<file path="config.mk">
export PLATFORM = sky130hd
export DESIGN_NAME = sipo_deframer
export DESIGN_NICKNAME = d
export VERILOG_FILES = /design/src/rtl/sipo_pkg.sv /design/src/rtl/word_hold_reg.sv /design/src/rtl/sipo_deframer.sv
export SDC_FILE = /design/constraint.sdc
export NUM_CORES = 1
export LEC_CHECK = 0
export CAP_MARGIN = 20
export CORE_MARGIN = 2
export CORE_UTILIZATION = 46
export CTS_BUF_LIST = sky130_fd_sc_hd__clkbuf_4
export DETAILED_ROUTE_END_ITERATION = 16
export HOLD_SLACK_MARGIN = 0.05
export PLACE_DENSITY = 0.73
export SYNTH_ARGS = -nofsm -noshare
export SYNTH_HDL_FRONTEND = slang
export SYNTH_HIERARCHICAL = 1
export SYNTH_SLANG_ARGS = --single-unit
</file>
<file path="constraint.sdc">
create_clock -name clk -period 4.5 [get_ports clk]
set_clock_uncertainty 0.2 [all_clocks]
set_input_delay 0.675 -clock clk [delete_from_list [all_inputs] [get_ports clk]]
set_output_delay 0.675 -clock clk [all_outputs]
set_load 0.05 [all_outputs]
</file>
<file path="src/rtl/sipo_pkg.sv">
// Shared types and helpers for the serial-to-parallel deframer.
package sipo_pkg;

    typedef enum logic [0:0] {
        IDLE  = 1'b0,
        SHIFT = 1'b1
    } state_t;

    // Bit counter width; a 2-bit word still needs one counter bit.
    function automatic int unsigned cnt_width(input int unsigned width);
        return (width < 2) ? 1 : $clog2(width);
    endfunction

endpackage

</file>
<file path="src/rtl/word_hold_reg.sv">
// One-entry valid/ready holding register for reassembled words.
module word_hold_reg
    import sipo_pkg::*;
#(
    parameter int unsigned WIDTH = 4
) (
    input  logic             clk,
    input  logic             rst,
    input  logic             load,
    input  logic [WIDTH-1:0] data,
    input  logic             out_ready,
    output logic             out_valid,
    output logic [WIDTH-1:0] data_out,
    output logic             accept
);

    assign accept = out_valid & out_ready;

    // A load is taken only when the slot is empty or draining this cycle.
    always_ff @(posedge clk or negedge rst) begin
        if (!rst) begin
            out_valid <= 1'b0;
            data_out  <= '0;
        end else if (load && (!out_valid || accept)) begin
            out_valid <= 1'b1;
            data_out  <= data;
        end else if (accept) begin
            out_valid <= 1'b0;
        end
    end

endmodule

</file>
<file path="src/rtl/sipo_deframer.sv">
// Serial-to-parallel receive stage: rebuilds WIDTH-bit words from a synced
// bitstream and presents them on a valid/ready port with overrun/framing flags.
module sipo_deframer
    import sipo_pkg::*;
#(
    parameter int unsigned WIDTH      = 4,
    parameter bit          MSB_FIRST  = 1'b1,
    parameter bit          CONTINUOUS = 1'b1
) (
    input  logic             clk,
    input  logic             rst,
    input  logic             serial_in,
    input  logic             bit_valid,
    input  logic             sync_in,
    output logic [WIDTH-1:0] parallel_out,
    output logic             out_valid,
    input  logic             out_ready,
    output logic             overrun,
    input  logic             clr_overrun,
    output logic             frame_err
);

    localparam int unsigned      CNT_W    = cnt_width(WIDTH);
    localparam logic [CNT_W-1:0] CNT_LAST = CNT_W'(WIDTH - 1);
    localparam logic [CNT_W-1:0] CNT_ONE  = CNT_W'(1);

    state_t             state, state_nxt;
    logic [CNT_W-1:0]   count, count_nxt;
    logic [WIDTH-1:0]   shreg, shreg_nxt;
    logic               frame_err_nxt;
    logic               overrun_nxt;

    logic [WIDTH-1:0]   first_c;
    logic [WIDTH-1:0]   shifted_c;
    logic               word_done_c;
    logic               drop_c;
    logic               accept;

    // Register image of a word holding only bit 0, and of one more bit shifted in.
    always_comb begin
        if (MSB_FIRST) begin
            first_c   = WIDTH'(serial_in);
            shifted_c = {shreg[WIDTH-2:0], serial_in};
        end else begin
            first_c   = {serial_in, {(WIDTH-1){1'b0}}};
            shifted_c = {serial_in, shreg[WIDTH-1:1]};
        end
    end

    always_comb begin
        state_nxt     = state;
        count_nxt     = count;
        shreg_nxt     = shreg;
        frame_err_nxt = 1'b0;
        word_done_c   = 1'b0;

        case (state)
            IDLE: begin
                if (bit_valid && sync_in) begin
                    shreg_nxt = first_c;
                    count_nxt = CNT_ONE;
                    state_nxt = SHIFT;
                end
            end
            SHIFT: begin
                if (bit_valid) begin
                    if (sync_in) begin
                        // Sync on a word boundary is legal; mid-word it drops the partial word.
                        frame_err_nxt = (count != '0);
                        shreg_nxt     = first_c;
                        count_nxt     = CNT_ONE;
                    end else begin
                        shreg_nxt = shifted_c;
                        if (count == CNT_LAST) begin
                            count_nxt   = '0;
                            word_done_c = 1'b1;
                            state_nxt   = CONTINUOUS ? SHIFT : IDLE;
                        end else begin
                            count_nxt = count + CNT_ONE;
                        end
                    end
                end
            end
            default: begin
                state_nxt = IDLE;
                count_nxt = '0;
            end
        endcase
    end

    assign drop_c = word_done_c & out_valid & ~accept;

    // A drop on the same edge as a clear keeps the flag set.
    always_comb begin
        overrun_nxt = overrun;
        if (drop_c) begin
            overrun_nxt = 1'b1;
        end else if (clr_overrun) begin
            overrun_nxt = 1'b0;
        end
    end

    always_ff @(posedge clk or negedge rst) begin
        if (!rst) begin
            state     <= IDLE;
            count     <= '0;
            shreg     <= '0;
            frame_err <= 1'b0;
            overrun   <= 1'b0;
        end else begin
            state     <= state_nxt;
            count     <= count_nxt;
            shreg     <= shreg_nxt;
            frame_err <= frame_err_nxt;
            overrun   <= overrun_nxt;
        end
    end

    word_hold_reg #(
        .WIDTH (WIDTH)
    ) u_hold (
        .clk       (clk),
        .rst       (rst),
        .load      (word_done_c),
        .data      (shifted_c),
        .out_ready (out_ready),
        .out_valid (out_valid),
        .data_out  (parallel_out),
        .accept    (accept)
    );

endmodule

</file>
* Word level (Yosys, flattened, before mapping)
Cells that the tools add are included.
Word-level totals: memories kept 0, bits in writable memories 0, input port bits 7, logic and storage cells 46, latch bits 0, register bits after elaboration 13, bits in read-only memories 0
Cells by class: order comparisons 0, multipliers 0, mux-type cells 22, eq/ne operators 3, bitwise logic cells 5, divide/modulo/power cells 0, $add $sub $neg 1, reduce and logical (&&, ||, !) cells 8, shift operators 0
Operators with widths (count):
- $mux W1 | 12
- $mux W3 | 3
- $mux W2 | 4
- $pmux W3 S2 | 1
- $reduce_bool A2 Y1 | 3
- $ne A2 B2 Y1 const B | 2
- $pmux W2 S2 | 1
- $and A1 B1 Y1 | 3
- $add A2 B1 Y2 const B | 1
- $eq A2 B2 Y1 const B | 1
- $logic_and A1 B1 Y1 | 2
- $not A1 Y1 | 2
- $pmux W1 S2 | 1
- $reduce_and A2 Y1 | 1
- $logic_not A1 Y1 | 1
- $logic_or A1 B1 Y1 | 1

* Longest topological paths before layout
Gate-level depths: netlist of run 1.
depth after elaboration 8, depth in mapped cells 5

* Hierarchy
The synthesis of run 1 kept the hierarchy.
By module, submodules not included:
- sipo_deframer | cells an instance 37, area each 434.2 sq um, instances 1, sequential area each 200.2 sq um
- word_hold_reg | cells an instance 13, area each 225.2 sq um, instances 1, sequential area each 125.1 sq um

* Worst setup path before layout of run 1
OpenSTA, ideal clock, no wires.
kind input to register, start input sync_in, end register u_hold.data_out[0], path buffers 1, arrival time 1.460 ns, setup time 0.125 ns, data required time 4.175 ns, stages 5, slack 2.715 ns, cell sequence buf_6 -> nand4b_1 -> inv_1 -> nand2_4 -> mux2_4
Between the ends: word-level cells in the longest chain between the ends 4
RTL lines:
- start, declared | line sipo_deframer.sv:14 | input logic sync_in,
- $mux W1 | line sipo_deframer.sv:67 | if (sync_in) begin
- $mux W1 | line sipo_deframer.sv:66 | if (bit_valid) begin
- $mux W1 | line sipo_deframer.sv:57 | case (state)
- net word_done_c | line sipo_deframer.sv:35 | logic word_done_c;
- $logic_and A1 B1 Y1 | line word_hold_reg.sv:24 | end else if (load && (!out_valid || accept)) begin
- end signal, assigned | line word_hold_reg.sv:26 | data_out <= data;
- end, declared | line word_hold_reg.sv:13 | output logic [WIDTH-1:0] data_out,
The timed path passes the listed nets, and every way through them passes these cells. A chain may end at the register's enable or synchronous reset.

* Final worst setup path of run 1
start register u_hold.out_valid, end output out_valid
RTL lines:
- start, declared | line word_hold_reg.sv:12 | output logic out_valid,
- start signal, assigned | line word_hold_reg.sv:22 | out_valid <= 1'b0;
- start signal, assigned | line word_hold_reg.sv:25 | out_valid <= 1'b1;
- start signal, assigned | line word_hold_reg.sv:28 | out_valid <= 1'b0;
- end, declared | line sipo_deframer.sv:16 | output logic out_valid,
No word-level cell between the ends.

==> results.yml, run 1 <==
worst_setup_path:
  path_cells: "clkdlybuf4s50_1"
  rr_startpoint: "count[0]"
  path_class: "flip-flop to output port"
  cp_top_family: "buffers and inverters"
  arrival_ps: 1550
  rr_endpoint: "u_hold/data_out[1]"
  cp-start-kind: "flip-flop"
  path_buf_inv: 1
  critPathMaxFanout: 4
  r2r_cells: 5
  ff2ff_setup_slack_ps: 2940
  crit_required_ps: 3620
  slowest_delay_ps: 830
  endpoint_kind: "output port"
  slowest_stage: "clkdlybuf4s50_1"
hold_path:
  min_to: "u_hold/data_out[2]"
  hold_class: "flip-flop to flip-flop"
  min-delay-start: "u_hold/data_out[2]"
  whs_path_depth: 1
power:
  p_clk_share_pct: 19.9
  total_leakage_power_uw: 0.000370
  pwr-share-seq_pct: 41.2
  powerDensity_nw_per_um2: 467
  vdd_drop_max_mv: 0.231
  p_comb_share_pct: 38.8
  p_switching_uw: 133
  internal_power_uw: 242
  sw_frac_of_total_pct: 35.5
global_routing:
  grt_max_degree: 14
  grt_pass1_vias: 403
  grt_use_total_pct: 14.2
  grt_overflow: 0
  grt_antenna_before_repair: 0
  grt_pass1_wl_um: 1840
clock_network:
  cts.sink_count: 13
  cts.path.max_buffers: 2
  postCtsHoldBufs: 0
  cts_buffers: 3
  cts_setup_buffers: 0
  cts_tree: "built"
  cts-resized-gates: 0
  htreeDepth: 1
  cts-root-buf: "clkbuf_4"
  clk_pin_slew_worst_paths_ps: 70
  insertion_delay_ps: 270
cells_and_area:
  area_delta_synth_final_pct: 22.0
  final_nets: 74
  final_cell_area_um2: 805
  layout_common_cells: "dfrtp_1 (13), clkdlybuf4s50_1 (13), inv_1 (7), clkbuf_4 (4), mux2_4 (4)"
  n_antenna_cell: 0
  stdcell_count: 79
  final_core_util_pct: 61.1
  drive_above_1_share_pct: 21.9
synth:
  synthTopCellsByArea: "dfrtp_1 (49%), mux2_4 (9.1%), buf_6 (5.1%)"
  synth-seq-cells: 13
  synth_cell_types: 24
  synth_area_leader_cell: "dfrtp_1"
  synth_top_area_share_pct: 49.3
  synthCells: 50
  yosysSeqAreaShare_pct: 49.3
  avgSynthCellArea_um2: 13.2
  yosys_warnings: 6
  synth_area_um2: 659
  synthesis.nets: 59
placement:
  place_area_um2: 774
  dpl.cell_count: 75
  numPortBuffers: 13
  preCtsSetupSlack_ps: 2130
  gp_congestion: 0.675
  place_hpwl_um: 771
floorplanning:
  initial_core_util_pct: 50.0
  io_pins: 14
  core_um2: 1320
  die_h_um: 41.9
  fp.dieW_um: 41.9
  std_cell_rows: 13
  die_area_um2: 1750
routing:
  drc: 0
  wl_um: 1010
  drt-wirelength-per-cell_um: 12.7
  vias: 403
  drt_iter0_markers: 3
  dr.pass1.iters: 2
  ant_nets: 0
  routed_via_density: 5.10
sta:
  relSlewSlack_pct: 62.0
  layout_setup_ws_ps: 2080
  final-max-slew-violation-count: 0
  fin_crit_ps: 2420
  fmax_ghz: 0.413
  setup_viol: 0
  rsz0062_at_grt: "no"
  hold_violations: 0
  period_share_pct: 53.8
  fin_setup_tns_ps: 0
  tightest_slew_ps: 568
run:
  drv_cap: 0
status:
  status: "completed"
## state kept, by name, indices dropped and copies added, names as in the netlist
signal and flops:
u_hold/out_valid 1, state 1, overrun 1, count 2
u_hold/data_out 4, frame_err 1, shreg 3
## metrics by stage
| stage | total power (uW) | hold slack [ps] |
|---|---|---|
| floorplan | 257 | 179 |
| global placement | 301 | 297 |
| detailed placement | 305 | 306 |
| CTS | 382 | 324 |
| global route | 397 | 340 |
| finish | 376 | 314 |
## cell usage after synthesis
cell type	instances
nand2b_4	1
buf_6	3
mux2_4	4
nand2_4	1
nand2_1	1
or3b_1	1
mux2_1	1
and2_2	1
a21o_2	1
o21ai_2	1
o221ai_1	1
dfrtp_1	13
o2bb2ai_1	1
inv_1	7
nand3_1	1
o311ai_1	1
or2b_1	1
nor3b_1	1
nand4b_1	2
a221o_1	1
and4bb_1	1
ha_1	2
nand2b_1	2
o32ai_2	1
## worst max path at each step
stage,start,endpoint,slack [ps],cells past startpoint
after floorplan,sync_in,u_hold/data_out[0],2710,5
after global placement,sync_in,u_hold/data_out[3],2140,5
after detailed placement,sync_in,u_hold/data_out[1],2130,5
after CTS,u_hold/out_valid,out_valid,2060,1
after global routing,u_hold/out_valid,out_valid,2030,1
final,u_hold/out_valid,out_valid,2080,1
## power groups by stage
| stage | registers (uW) | logic [uW] | clock network (uW) |
|---|---|---|---|
| floorplan | 213 | 44.4 | 0 |
| global placement | 156 | 145 | 0 |
| detailed placement | 158 | 147 | 0 |
| CTS | 155 | 148 | 79.3 |
| global route | 159 | 153 | 85.0 |
| finish | 155 | 146 | 74.9 |
## logic make-up after synthesis
family,count (synthesis),share of synthesized area [%]
and+or+nand+nor,13,16.3
DFF,13,49.3
buffers and inverters,10,9.11
AOI/OAI and AO/OA,7,10.6
muxes,5,10.8
adders and majority gates,2,3.79
## layer usage
layer | GRT usage, % | vias up | share of wire [%]
met3 | 7.83 | 0 | 7.9
met2 | 20.6 | 13 | 46
met5 | 0 | - | 0
met4 | 3.87 | 0 | 0
li1 | - | 204 | -
met1 | 18.3 | 186 | 46
## layout make-up
| type | instances | area [um^2] |
|---|---|---|
| Inverter | 7 | 26.3 |
| Tap cell | 15 | 18.8 |
| Multi-Input combinational cell | 27 | 274 |
| Timing Repair Buffer | 13 | 130 |
| Sequential cell | 13 | 325 |
| Clock buffer | 4 | 30.0 |
| Fill cell | 107 | 513 |
No activity file was read; power rests on OpenSTA's default activity.
==> run 2: changes to the inputs <==
==> constraint.sdc (replaced) <==
create_clock -name clk -period 2.4 [get_ports clk]
set_clock_uncertainty 0.2 [all_clocks]
set_input_delay 0.36 -clock clk [delete_from_list [all_inputs] [get_ports clk]]
set_output_delay 0.36 -clock clk [all_outputs]
set_load 0.05 [all_outputs]
==> run 2 against run 1 <==
Net effect: global-route usage is 0.67 points higher; utilization up 1.1 points; critical endpoint unchanged; cell count up 2.5%.
==> results.yml, run 2 (synthesis gave the netlist of run 1 again) <==
status:
  status: "completed"
routing:
  dr.pass1.iters: 2
  vias: 423
  drt_iter0_markers: 4
  ant_nets: 0
  drc: 0
  routed_via_density: 5.22
  drt-wirelength-per-cell_um: 13.1
  wl_um: 1060
sta:
  fmax_ghz: 0.473
  layout_setup_ws_ps: 287
  final-max-slew-violation-count: 0
  rsz0062_at_grt: "no"
  tightest_slew_ps: 577
  setup_viol: 0
  hold_violations: 0
  fin_setup_tns_ps: 0
  fin_hold_ws_ps: 257
  period_share_pct: 88.1
  fin_crit_ps: 2110
  relSlewSlack_pct: 61.4
worst_setup_path:
  arrival_ps: 1550
  slowest_stage: "clkdlybuf4s50_1"
  slowest_delay_ps: 850
  crit_required_ps: 1840
  cp_top_family: "buffers and inverters"
  path_buf_inv: 1
  endpoint_kind: "output port"
  critPathMaxFanout: 4
  path_cells: "clkdlybuf4s50_1"
  path_class: "flip-flop to output port"
  cp-start-kind: "flip-flop"
power:
  p_total_uw: 708
  powerDensity_nw_per_um2: 864
  total_leakage_power_uw: 0.000380
  vdd_drop_max_mv: 0.448
cells_and_area:
  largest_registers: "u_hold/data_out x4, shreg x3, count x2"
  final_nets: 76
  layout_common_cells: "dfrtp_1 (13), clkdlybuf4s50_1 (13), inv_1 (7), clkbuf_4 (4), mux2_4 (4)"
  final_core_util_pct: 62.2
  drive_above_1_share_pct: 24.2
  largest_reg_flops: 4
  area_delta_synth_final_pct: 24.3
  n_antenna_cell: 0
  top_register: "u_hold/data_out"
floorplanning:
  initial_core_util_pct: 50.0
  fp.dieW_um: 41.9
  die_area_um2: 1750
  std_cell_rows: 13
  io_pins: 14
  core_um2: 1320
  die_h_um: 41.9
clock_network:
  clk_pin_slew_worst_paths_ps: 80
  cts.sink_count: 13
  insertion_delay_ps: 270
  cts_setup_buffers: 0
  cts-root-buf: "clkbuf_4"
  htreeDepth: 1
  postCtsHoldBufs: 0
  cts_buffers: 3
  cts_tree: "built"
  cts-resized-gates: 0
  cts.path.max_buffers: 2
global_routing:
  grt_max_degree: 14
  grt_pass1_wl_um: 1990
  grt_use_total_pct: 14.9
  grt_pass1_vias: 426
  grt_antenna_before_repair: 0
  grt_overflow: 0
placement:
  preCtsSetupSlack_ps: 517
  gp_congestion: 0.698
  numPortBuffers: 13
  place_hpwl_um: 793
run:
  drv_cap: 0
hold_path:
  hold_class: "input port to async pin"
==> run 2: cell count changes in the layout (fill, tap and decap cells not counted) <==
cell / before / now
buf_4: 0 / 2
==> run 2: path summary, 6_finish.rpt <==
| kind | start | endpoint | slack (ps) | cells after the start |
|---|---|---|---|---|
| max reg2reg | count[0] | u_hold/data_out[1] | 810 | 5 |
| min reg2reg | u_hold/data_out[2] | u_hold/data_out[2] | 310 | 1 |
| min in group clk | u_hold/data_out[2] | u_hold/data_out[2] | 310 | 1 |
| min | rst | shreg[2] | 260 | 1 |
| max in group asynchronous | rst | shreg[0] | 1370 | 1 |
| max | u_hold/out_valid | out_valid | 290 | 1 |
==> run 2: where the power goes <==
| part | internal (uW) | switching (uW) |
|---|---|---|
| registers | 261 | 28.0 |
| logic | 119 | 157 |
| clock network | 75.5 | 67.0 |
| total | 456 | 252 |
==> run 2: layout make-up <==
type / count / area (um^2)
tap: 15 / 18.8
sequential: 13 / 325
fill: 114 / 498
multi-input combinational: 27 / 274
clock buffer: 4 / 30.0
inverter: 7 / 26.3
timing repair buffer: 15 / 145
==> run 2: layer usage <==
| metal | vias to the layer above | track usage (%) | part of all wire (%) |
|---|---|---|---|
| met1 | 207 | 19.8 | 49 |
| li1 | 207 | - | - |
| met2 | 9 | 22.5 | 46 |
| met4 | 0 | 5.81 | 0 |
| met5 | - | 0 | 0 |
| met3 | 0 | 4.78 | 5.0 |
==> run 2: through the flow <==
stage	cell area, um^2	instances
final	820	81
after global routing	820	81
after CTS	820	81
after detailed placement	790	77
after global placement	790	77
after floorplan	659	50
